## config.mk

```make
export PLATFORM = sky130hd
export DESIGN_NAME = kf_host_if
export DESIGN_NICKNAME = d
export VERILOG_FILES = /design/src/rtl/kf_host_if.sv
export SDC_FILE = /design/constraint.sdc
export NUM_CORES = 1
export LEC_CHECK = 0
export ABC_AREA = 1
export CAP_MARGIN = 20
export CORE_MARGIN = 5
export CORE_UTILIZATION = 30
export CTS_BUF_LIST = sky130_fd_sc_hd__clkbuf_4
export DETAILED_ROUTE_END_ITERATION = 8
export PLACE_DENSITY = 0.44
export SKIP_CTS_REPAIR_TIMING = 1
export SYNTH_ARGS = -nofsm -noshare
export SYNTH_HDL_FRONTEND = slang
export SYNTH_SLANG_ARGS = --single-unit
```

## constraint.sdc

```tcl
create_clock -name clk -period 8.9 [get_ports clk]
set_input_delay 1.335 -clock clk [delete_from_list [all_inputs] [get_ports clk]]
set_output_delay 1.335 -clock clk [all_outputs]
set_load 0.03 [all_outputs]
```

## src/rtl/kf_host_if.sv

```systemverilog
// Host-side streaming adapter for the Kalman filter core: input FIFO -> one core run per word -> output FIFO.
// Latency: word accepted in cycle N gives kf_start in cycle N+2; a result strobed in cycle M is on m_* in M+1.
// Backpressure: s_ready drops when the input FIFO is full; a run launches only when NRES output slots are free.
//
// Ports:
//   clk, rst                        clock, synchronous active-high reset
//   s_valid/s_ready/s_data          measurement input stream
//   m_valid/m_ready/m_data/m_last   result output stream, m_last marks the final result of a run
//   kf_start/kf_data_in             one-cycle start pulse and held measurement word to the core
//   kf_ready/kf_result/kf_au_done   core handshake and result strobe
//   busy, err_timeout, err_clr      run-in-progress status, sticky timeout flag and its clear

module kf_host_if_fifo #(
    parameter int DW    = 8,
    parameter int DEPTH = 4
) (
    input  logic                   clk,
    input  logic                   rst,
    input  logic                   push_i,
    input  logic [DW-1:0]          push_dat_i,
    input  logic                   pop_i,
    output logic [DW-1:0]          head_dat_o,
    output logic [$clog2(DEPTH):0] count_o
);
    // Caller guarantees no push when full and no pop when empty.
    localparam int AW = $clog2(DEPTH);

    logic [DW-1:0] mem_q [DEPTH];
    logic [AW-1:0] wr_ptr_q;
    logic [AW-1:0] rd_ptr_q;
    logic [AW:0]   count_q;

    always_ff @(posedge clk) begin
        if (rst) begin
            wr_ptr_q <= '0;
            rd_ptr_q <= '0;
            count_q  <= '0;
        end else begin
            if (push_i) wr_ptr_q <= wr_ptr_q + AW'(1);
            if (pop_i)  rd_ptr_q <= rd_ptr_q + AW'(1);
            count_q <= count_q + (AW+1)'(push_i) - (AW+1)'(pop_i);
        end
    end

    always_ff @(posedge clk) begin
        if (push_i) mem_q[wr_ptr_q] <= push_dat_i;
    end

    assign head_dat_o = mem_q[rd_ptr_q];
    assign count_o    = count_q;
endmodule

module kf_host_if #(
    parameter int W         = 24,
    parameter int IN_DEPTH  = 4,
    parameter int OUT_DEPTH = 8,
    parameter int NRES      = 2,
    parameter int TIMEOUT   = 1024
) (
    input  logic         clk,
    input  logic         rst,
    input  logic         s_valid,
    output logic         s_ready,
    input  logic [W-1:0] s_data,
    output logic         m_valid,
    input  logic         m_ready,
    output logic [W-1:0] m_data,
    output logic         m_last,
    output logic         kf_start,
    output logic [W-1:0] kf_data_in,
    input  logic         kf_ready,
    input  logic [W-1:0] kf_result,
    input  logic         kf_au_done,
    output logic         busy,
    output logic         err_timeout,
    input  logic         err_clr
);
    localparam int IAW = $clog2(IN_DEPTH);
    localparam int OAW = $clog2(OUT_DEPTH);
    localparam int RW  = $clog2(NRES + 1);
    localparam int TW  = $clog2(TIMEOUT + 1);

    typedef enum logic [1:0] {
        ST_IDLE  = 2'd0,
        ST_START = 2'd1,
        ST_RUN   = 2'd2
    } state_e;

    state_e        state_q, state_d;
    logic [RW-1:0] res_cnt_q, res_cnt_d;
    logic [TW-1:0] tmo_cnt_q, tmo_cnt_d;
    logic [W-1:0]  hold_q, hold_d;
    logic          err_q, err_d;
    logic          s_ready_q, s_ready_d;

    logic          in_push, in_pop;
    logic [W-1:0]  in_head;
    logic [IAW:0]  in_cnt, in_cnt_nxt;
    logic          out_push, out_pop;
    logic [W:0]    out_head;
    logic [OAW:0]  out_cnt;
    logic [OAW+1:0] out_free;

    logic          launch;
    logic          in_run;
    logic          res_counted;
    logic          res_last;
    logic          run_done;
    logic          tmo_abort;

    // ---------------- FIFOs ----------------
    assign in_push    = s_valid && s_ready_q;
    assign in_cnt_nxt = in_cnt + (IAW+1)'(in_push) - (IAW+1)'(in_pop);

    kf_host_if_fifo #(.DW(W), .DEPTH(IN_DEPTH)) u_in_fifo (
        .clk        (clk),
        .rst        (rst),
        .push_i     (in_push),
        .push_dat_i (s_data),
        .pop_i      (in_pop),
        .head_dat_o (in_head),
        .count_o    (in_cnt)
    );

    kf_host_if_fifo #(.DW(W + 1), .DEPTH(OUT_DEPTH)) u_out_fifo (
        .clk        (clk),
        .rst        (rst),
        .push_i     (out_push),
        .push_dat_i ({res_last, kf_result}),
        .pop_i      (out_pop),
        .head_dat_o (out_head),
        .count_o    (out_cnt)
    );

    assign m_valid = (out_cnt != '0);
    assign out_pop = m_valid && m_ready;
    // Head is masked so an empty FIFO presents zeros rather than stale memory.
    assign m_data  = m_valid ? out_head[W-1:0] : '0;
    assign m_last  = m_valid ? out_head[W]     : 1'b0;

    // Free slots include a pop in this same cycle; reserving NRES slots up front
    // means every strobe of the run has room, so the output FIFO never overflows.
    assign out_free = (OAW+2)'(OUT_DEPTH) - (OAW+2)'(out_cnt) + (OAW+2)'(out_pop);

    // ---------------- run control ----------------
    assign in_run      = (state_q == ST_START) || (state_q == ST_RUN);
    assign launch      = (state_q == ST_IDLE) && (in_cnt != '0) && kf_ready
                         && (out_free >= (OAW+2)'(NRES));
    assign in_pop      = launch;
    // Strobes beyond NRES in a run are dropped so the reservation holds.
    assign res_counted = kf_au_done && in_run && (res_cnt_q < RW'(NRES));
    assign res_last    = (res_cnt_q == RW'(NRES - 1));
    assign out_push    = res_counted;
    // A run with NRES=1 may finish while still in START; RUN then exits at once.
    assign run_done    = (state_q == ST_RUN)
                         && ((res_counted && res_last) || (res_cnt_q == RW'(NRES)));
    assign tmo_abort   = (state_q == ST_RUN) && !run_done
                         && (tmo_cnt_q >= TW'(TIMEOUT - 1));

    // State register
    always_ff @(posedge clk) begin
        if (rst) begin
            state_q <= ST_IDLE;
        end else begin
            state_q <= state_d;
        end
    end

    // Next-state logic
    always_comb begin
        state_d = state_q;
        case (state_q)
            ST_IDLE:  if (launch) state_d = ST_START;
            ST_START: state_d = ST_RUN;
            ST_RUN:   if (run_done || tmo_abort) state_d = ST_IDLE;
            default:  state_d = ST_IDLE;
        endcase
    end

    // FSM outputs
    always_comb begin
        kf_start = (state_q == ST_START);
        busy     = (state_q != ST_IDLE);
    end

    // ---------------- counters, hold register, flags ----------------
    always_comb begin
        res_cnt_d = res_cnt_q;
        tmo_cnt_d = tmo_cnt_q;
        hold_d    = hold_q;
        err_d     = err_q;
        if (launch) begin
            res_cnt_d = '0;
            tmo_cnt_d = '0;
            hold_d    = in_head;
        end else begin
            if (res_counted) res_cnt_d = res_cnt_q + RW'(1);
            if (in_run)      tmo_cnt_d = tmo_cnt_q + TW'(1);
        end
        // Setting on timeout takes priority over a same-cycle clear.
        if (tmo_abort)    err_d = 1'b1;
        else if (err_clr) err_d = 1'b0;
        // Registered from the next count, so a pop while full raises s_ready one cycle later.
        s_ready_d = (in_cnt_nxt != (IAW+1)'(IN_DEPTH));
    end

    always_ff @(posedge clk) begin
        if (rst) begin
            res_cnt_q <= '0;
            tmo_cnt_q <= '0;
            hold_q    <= '0;
            err_q     <= 1'b0;
            s_ready_q <= 1'b0;
        end else begin
            res_cnt_q <= res_cnt_d;
            tmo_cnt_q <= tmo_cnt_d;
            hold_q    <= hold_d;
            err_q     <= err_d;
            s_ready_q <= s_ready_d;
        end
    end

    assign s_ready     = s_ready_q;
    assign kf_data_in  = hold_q;
    assign err_timeout = err_q;
endmodule
```

Yosys cells after proc, flatten, opt, wreduce, memory -nomap -nowiden
Memory sizes are Yosys's and may differ from the RTL's. A register that Yosys moved wholly into a read port is not among the register bits.
Cells that the tools add are included.
{"block": "op_classes", "n_mux": 13, "n_reduce_logical": 22, "n_addsub": 12, "n_lt_le_gt_ge": 3, "n_shift": 0, "n_bitwise": 0, "mul": 0, "eq_ne": 7, "div": 0}
{"cell": "24-bit 2-to-1 mux", "n": 1}
{"cell": "11-bit by 1-bit adder with 11-bit output, second input constant", "n": 1}
{"cell": "11-bit by 10-bit >= comparator with 1-bit output, second input constant", "n": 1}
{"cell": "1-bit logical AND", "n": 11}
{"cell": "1-bit 2-to-1 mux", "n": 7}
{"cell": "2-bit by 1-bit adder with 2-bit output, second input constant", "n": 3}
{"cell": "3-bit by 1-bit adder with 3-bit output, second input constant", "n": 2}
{"cell": "3-bit 2-to-1 mux", "n": 2}
{"cell": "2-bit one-hot mux with 3 select lines", "n": 1}
{"cell": "5-bit by 1-bit adder with 5-bit output", "n": 1}
{"cell": "5-bit by 2-bit >= comparator with 1-bit output, second input constant", "n": 1}
{"cell": "4-bit by 4-bit subtractor with 5-bit output, first input constant", "n": 1}
{"cell": "4-bit by 1-bit adder with 4-bit output", "n": 1}
{"cell": "2-bit by 1-bit == test with 1-bit output, second input constant", "n": 2}
{"cell": "2-bit == test, second input constant", "n": 2}
{"cell": "2-bit 2-to-1 mux", "n": 2}
{"cell": "2-bit by 1-bit inequality test with 1-bit output, second input constant", "n": 2}
{"cell": "2-bit nonzero test", "n": 2}
{"cell": "4-bit nonzero test", "n": 1}
{"cell": "4-bit by 1-bit subtractor with 4-bit output", "n": 1}
{"cell": "3-bit by 1-bit adder with 3-bit output", "n": 1}
{"cell": "1-bit logical OR", "n": 3}
{"cell": "3-bit inequality test, second input constant", "n": 1}
{"cell": "3-bit nonzero test", "n": 1}
{"cell": "other kinds (6)", "n": 6}
{"block": "totals", "output_inout_bits": 54, "ram_bits": 296, "latchBits": 0, "in_bits": 55, "word_cells": 70, "n_memories": 2, "mem_bits_ro": 0, "regBits": 34}
{"name": "u_out_fifo.mem_q", "depth": 8, "word_bits": 25, "read_ports": 1, "rd_ports_with_merged_regs": 1, "wr": 1, "line": "28", "rtl": "logic [DW-1:0] mem_q [DEPTH];"}
{"name": "u_in_fifo.mem_q", "depth": 4, "word_bits": 24, "read_ports": 1, "rd_ports_with_merged_regs": 1, "wr": 1, "line": "28"}

Longest topological paths before layout
{"block": "logic_depth", "depth_word": 13, "depth_mapped": 22, "depth_no_buf": 21}

Cells and area by module
A second synthesis with hierarchy kept.
{"block": "unflattened", "hier_cells": 1561, "hier_area_um2": 15494.9}
{"mod": "kf_host_if_fifo (u_out_fifo)", "instances": 1, "cells_each": 944, "seq_area_each_um2": 6266.0, "area_per_inst_um2": 9298.9}
{"mod": "kf_host_if_fifo (u_in_fifo)", "instances": 1, "cells_each": 314, "seq_area_each_um2": 3062.9, "area_per_inst_um2": 4088.9}
{"mod": "kf_host_if", "instances": 1, "cells_each": 303, "seq_area_each_um2": 820.8, "area_per_inst_um2": 2107.0}

Worst setup path after synthesis
OpenSTA, ideal clock, no wires.
{"block": "synth_timing", "path_kind": "in2reg", "start": "in m_ready", "end": "reg s_ready_q (netlist: s_ready)", "setup_slack_ns": 5.208, "path_stages": 17, "t_arrival_ns": 3.559, "required_time_ns": 8.767, "n_path_buf": 1, "setup_ns": 0.133, "path_cell_list": "nand2_1 ha_1 inv_1 ha_1 inv_1 nand2_1 nor2_1 nand3_1 nand2_2 inv_2 buf_2 ha_1 inv_1 ha_1 fa_1 xor2_1 a31oi_1"}
{"block": "synth_between", "elab_chain_cells": 6}
{"item": "start, declared", "line": "66", "rtl": "input logic m_ready,"}
{"item": "1-bit logical AND", "line": "136", "rtl": "assign out_pop = m_valid && m_ready;"}
{"item": "5-bit by 1-bit adder with 5-bit output", "line": "143", "rtl": "assign out_free = (OAW+2)'(OUT_DEPTH) - (OAW+2)'(out_cnt) + (OAW+2)'(out_pop);"}
{"item": "5-bit by 2-bit >= comparator with 1-bit output", "line": "148", "rtl": "&& (out_free >= (OAW+2)'(NRES));"}
{"item": "1-bit logical AND", "line": "148"}
{"item": "named net in_pop", "line": "96", "rtl": "logic in_push, in_pop;"}
{"item": "3-bit by 1-bit subtractor with 3-bit output", "line": "113", "rtl": "assign in_cnt_nxt = in_cnt + (IAW+1)'(in_push) - (IAW+1)'(in_pop);"}
{"item": "3-bit inequality test", "line": "204", "rtl": "s_ready_d = (in_cnt_nxt != (IAW+1)'(IN_DEPTH));"}
{"item": "end signal, assigned", "line": "219", "rtl": "s_ready_q <= s_ready_d;"}
{"item": "end, declared", "line": "94", "rtl": "logic s_ready_q, s_ready_d;"}
The timed path passes the listed nets, and every way through them passes these cells.
A chain may end at the register's enable or synchronous reset.

==> metrics.yaml <==
ys_seq_area_share_pct: 71.2
vias_per_cell: 4.57
clk_pin_slew_ps: 70
syn_avg_cell_area_sq_um: 11.7
place_hpwl_um: 18100
cts.sinks: 357
start_util_pct: 30.4
power.leakage_nw: 5.94
syn_area_sq_um: 14200
power_density_nw_per_um2: 307
vias: 9433
final.setup.tns_ps: 0
crit_required_ps: 7570
area_growth_pct: 21.2
finalCritPeriodShare_pct: 59.3
grt_pass1_vias: 9583
r2r_start: "u_out_fifo.count_o[2]"
synth-edff-count: 296
fmax_mhz: 189
synth_area_leaders: "edfxtp_1 (63%), nor2_1 (8.7%), dfxtp_1 (8.6%), o21ai_0 (5.9%), o21ai_1 (3.1%)"
maxCapViolCount: 0
synthAdderAreaFrac_pct: 2.40
grt_start_max_net_pins: 69
worstPathArrival_ps: 3940
utilization_pct: 36.9
drtIter0Drc: 473
cp_cell_sequence: "inv_2, buf_4, o21ai_0, o21ai_1, o21ai_1, a31oi_1, clkdlybuf4s50_1"
synthSimpleGateAreaFrac_pct: 11.0
portBuffers: 108
drtAntennaViolNets: 0
worst-path-max-fanout: 68
rrSetupSlack_ps: 4600
track_usage_pct: 13.1
start_kind: "flip-flop"
synth_seq_cells: 357
final-hold-violation-count: 0
coreArea_sq_um: 46700
grt_pass1_wl_um: 52800
cts_root_buf: "clkbuf_4"
postSynth.asyncResetShare_pct: 0
holdWs_ps: 470
synth_xor_area_share_pct: 0.617
clockBufferDepth: 3
die_w_um: 228
grt_overflow: 0
slew_viol_final: 0
setup_viol: 0
clock_skew_ps: 34.1
synth_compound_area_share_pct: 11.0
max_slew_margin_pct: 38.7
status: "finished clean"
dieArea_sq_um: 51800
syn_inst: 1214
worst_pin_slew_ps: 918
die_h_um: 228
num_rows: 79
rsz0062_at_grt: "false"
vdd_drop_max_mv: 0.110
max_stage_delay_ps: 750
ios: 109
drive_gt1_share_pct: 14.9
clock_latency_ps: 790
muxShareOfSynthArea_pct: 0
synth_nets: 1295
routabilityCongestion: 0.699
synth_warnings: 0
first_pass_iters: 4
end_kind: "output pin"
route.detailed.drc: 0
cpMaxStageDelayCell: "clkdlybuf4s50_1"
yosysTopAreaCell: "edfxtp_1"
wl_um: 34000
ys_types: 28
finalCriticalPeriod_ps: 5280
synth_top_family_by_area: "compound AO/OA/AOI/OAI gates"
hold_class: "reg -> reg"
path_common_cell: "o21ai_1"
nets: 1456
h-tree-depth: 3
grt_antenna_before_repair: 3
cts_tree: "yes"
final_common_cell: "nor2_1"
layout_common_cells: "nor2_1 (316), edfxtp_1 (296), o21ai_0 (168), clkbuf_4 (155), clkdlybuf4s50_1 (108)"
synth_flop_cell: "edfxtp_1"
wl_per_cell_um: 16.5
cts_buffers: 98
hold_start: "u_out_fifo.rd_ptr_q[2]"
synth_top_cell_area_share_pct: 62.6
path_class: "reg -> out"
-- worst paths after layout --
path,to,cells after the start
max,m_data[2],7
min,u_out_fifo.rd_ptr_q[2],2
max reg2reg,s_ready,21
min reg2reg,u_out_fifo.rd_ptr_q[2],2
-- layout make-up --
cell class / instances / area (sq um)
diodes: 4 / 10.0
inverters: 56 / 210
flip-flops and latches: 357 / 10100
multi-input cells: 737 / 3600
repair buffers: 125 / 1210
clock inverters: 23 / 154
well taps: 607 / 759
clock buffers: 155 / 1160
fillers: 4644 / 29400
-- worst max-delay path: cells and delay by family, from the launching register on --
| family | cells | cell delay, ps |
|---|---|---|
| AOI/OAI and AO/OA | 4 | 710 |
| buffers and inverters | 3 | 1890 |
| DFF | 1 | 510 |
-- power by group --
part	switching (mW)	leakage, nW	internal, mW
combinational	1.09	1.98	0.576
clock	0.676	0.790	0.846
sequential	0.110	3.17	1.99
-- synth_stat cells (4+ instances only) --
master    count
dfxtp_1      61
a31oi_1      27
buf_6         7
buf_4         6
nor2_1      328
ha_1         24
a21oi_1      18
o21ai_1      87
inv_1        51
xor2_1        4
clkbuf_1     34
nand3_1      14
nor2_2        9
edfxtp_1    296
xnor2_1       6
o21ai_0     168
inv_2         5
buf_2        16
nand2_1      38
-- state kept, by name, indices dropped and copies added, names as in the netlist, 3 cells and up, named ones only --
| signal | cells |
|---|---|
| u_out_fifo.mem_q | 200 |
| u_out_fifo.count_o | 4 |
| u_in_fifo.count_o | 3 |
| u_in_fifo.mem_q | 96 |
| kf_data_in | 24 |
| u_out_fifo.wr_ptr_q | 3 |
| u_out_fifo.rd_ptr_q | 3 |
| tmo_cnt_q | 11 |
-- cells by family after synthesis --
family / Yosys count
xor+xnor: 10
buf+inv: 120
flops: 357
compound gates: 303
fa+ha+maj: 26
simple gates: 398
-- metal layers --
metal / routed length (um) / GRT usage, % / part of all wire [%] / up-vias
met1: 15000 / 16.0 / 44 / 4533
met5: 7 / 0 / 0.021 / -
met4: 621 / 4.15 / 1.8 / 2
met3: 1800 / 4.18 / 5.3 / 64
met2: 16500 / 22.3 / 49 / 194
li1: - / - / - / 4640
-- through the flow --
stage,power (mW),cell area [sq um],cells,worst slack [ps]
2_1_floorplan,3.21,14200,1214,5210
3_3_place_gp,3.83,15900,1882,3990
3_5_place_dp,3.83,15900,1882,3970
4_1_cts,5.40,17200,2060,3440
5_1_grt,5.65,17200,2063,3260
6_report,5.28,17200,2064,3620
No activity file was read; power rests on OpenSTA's default activity.
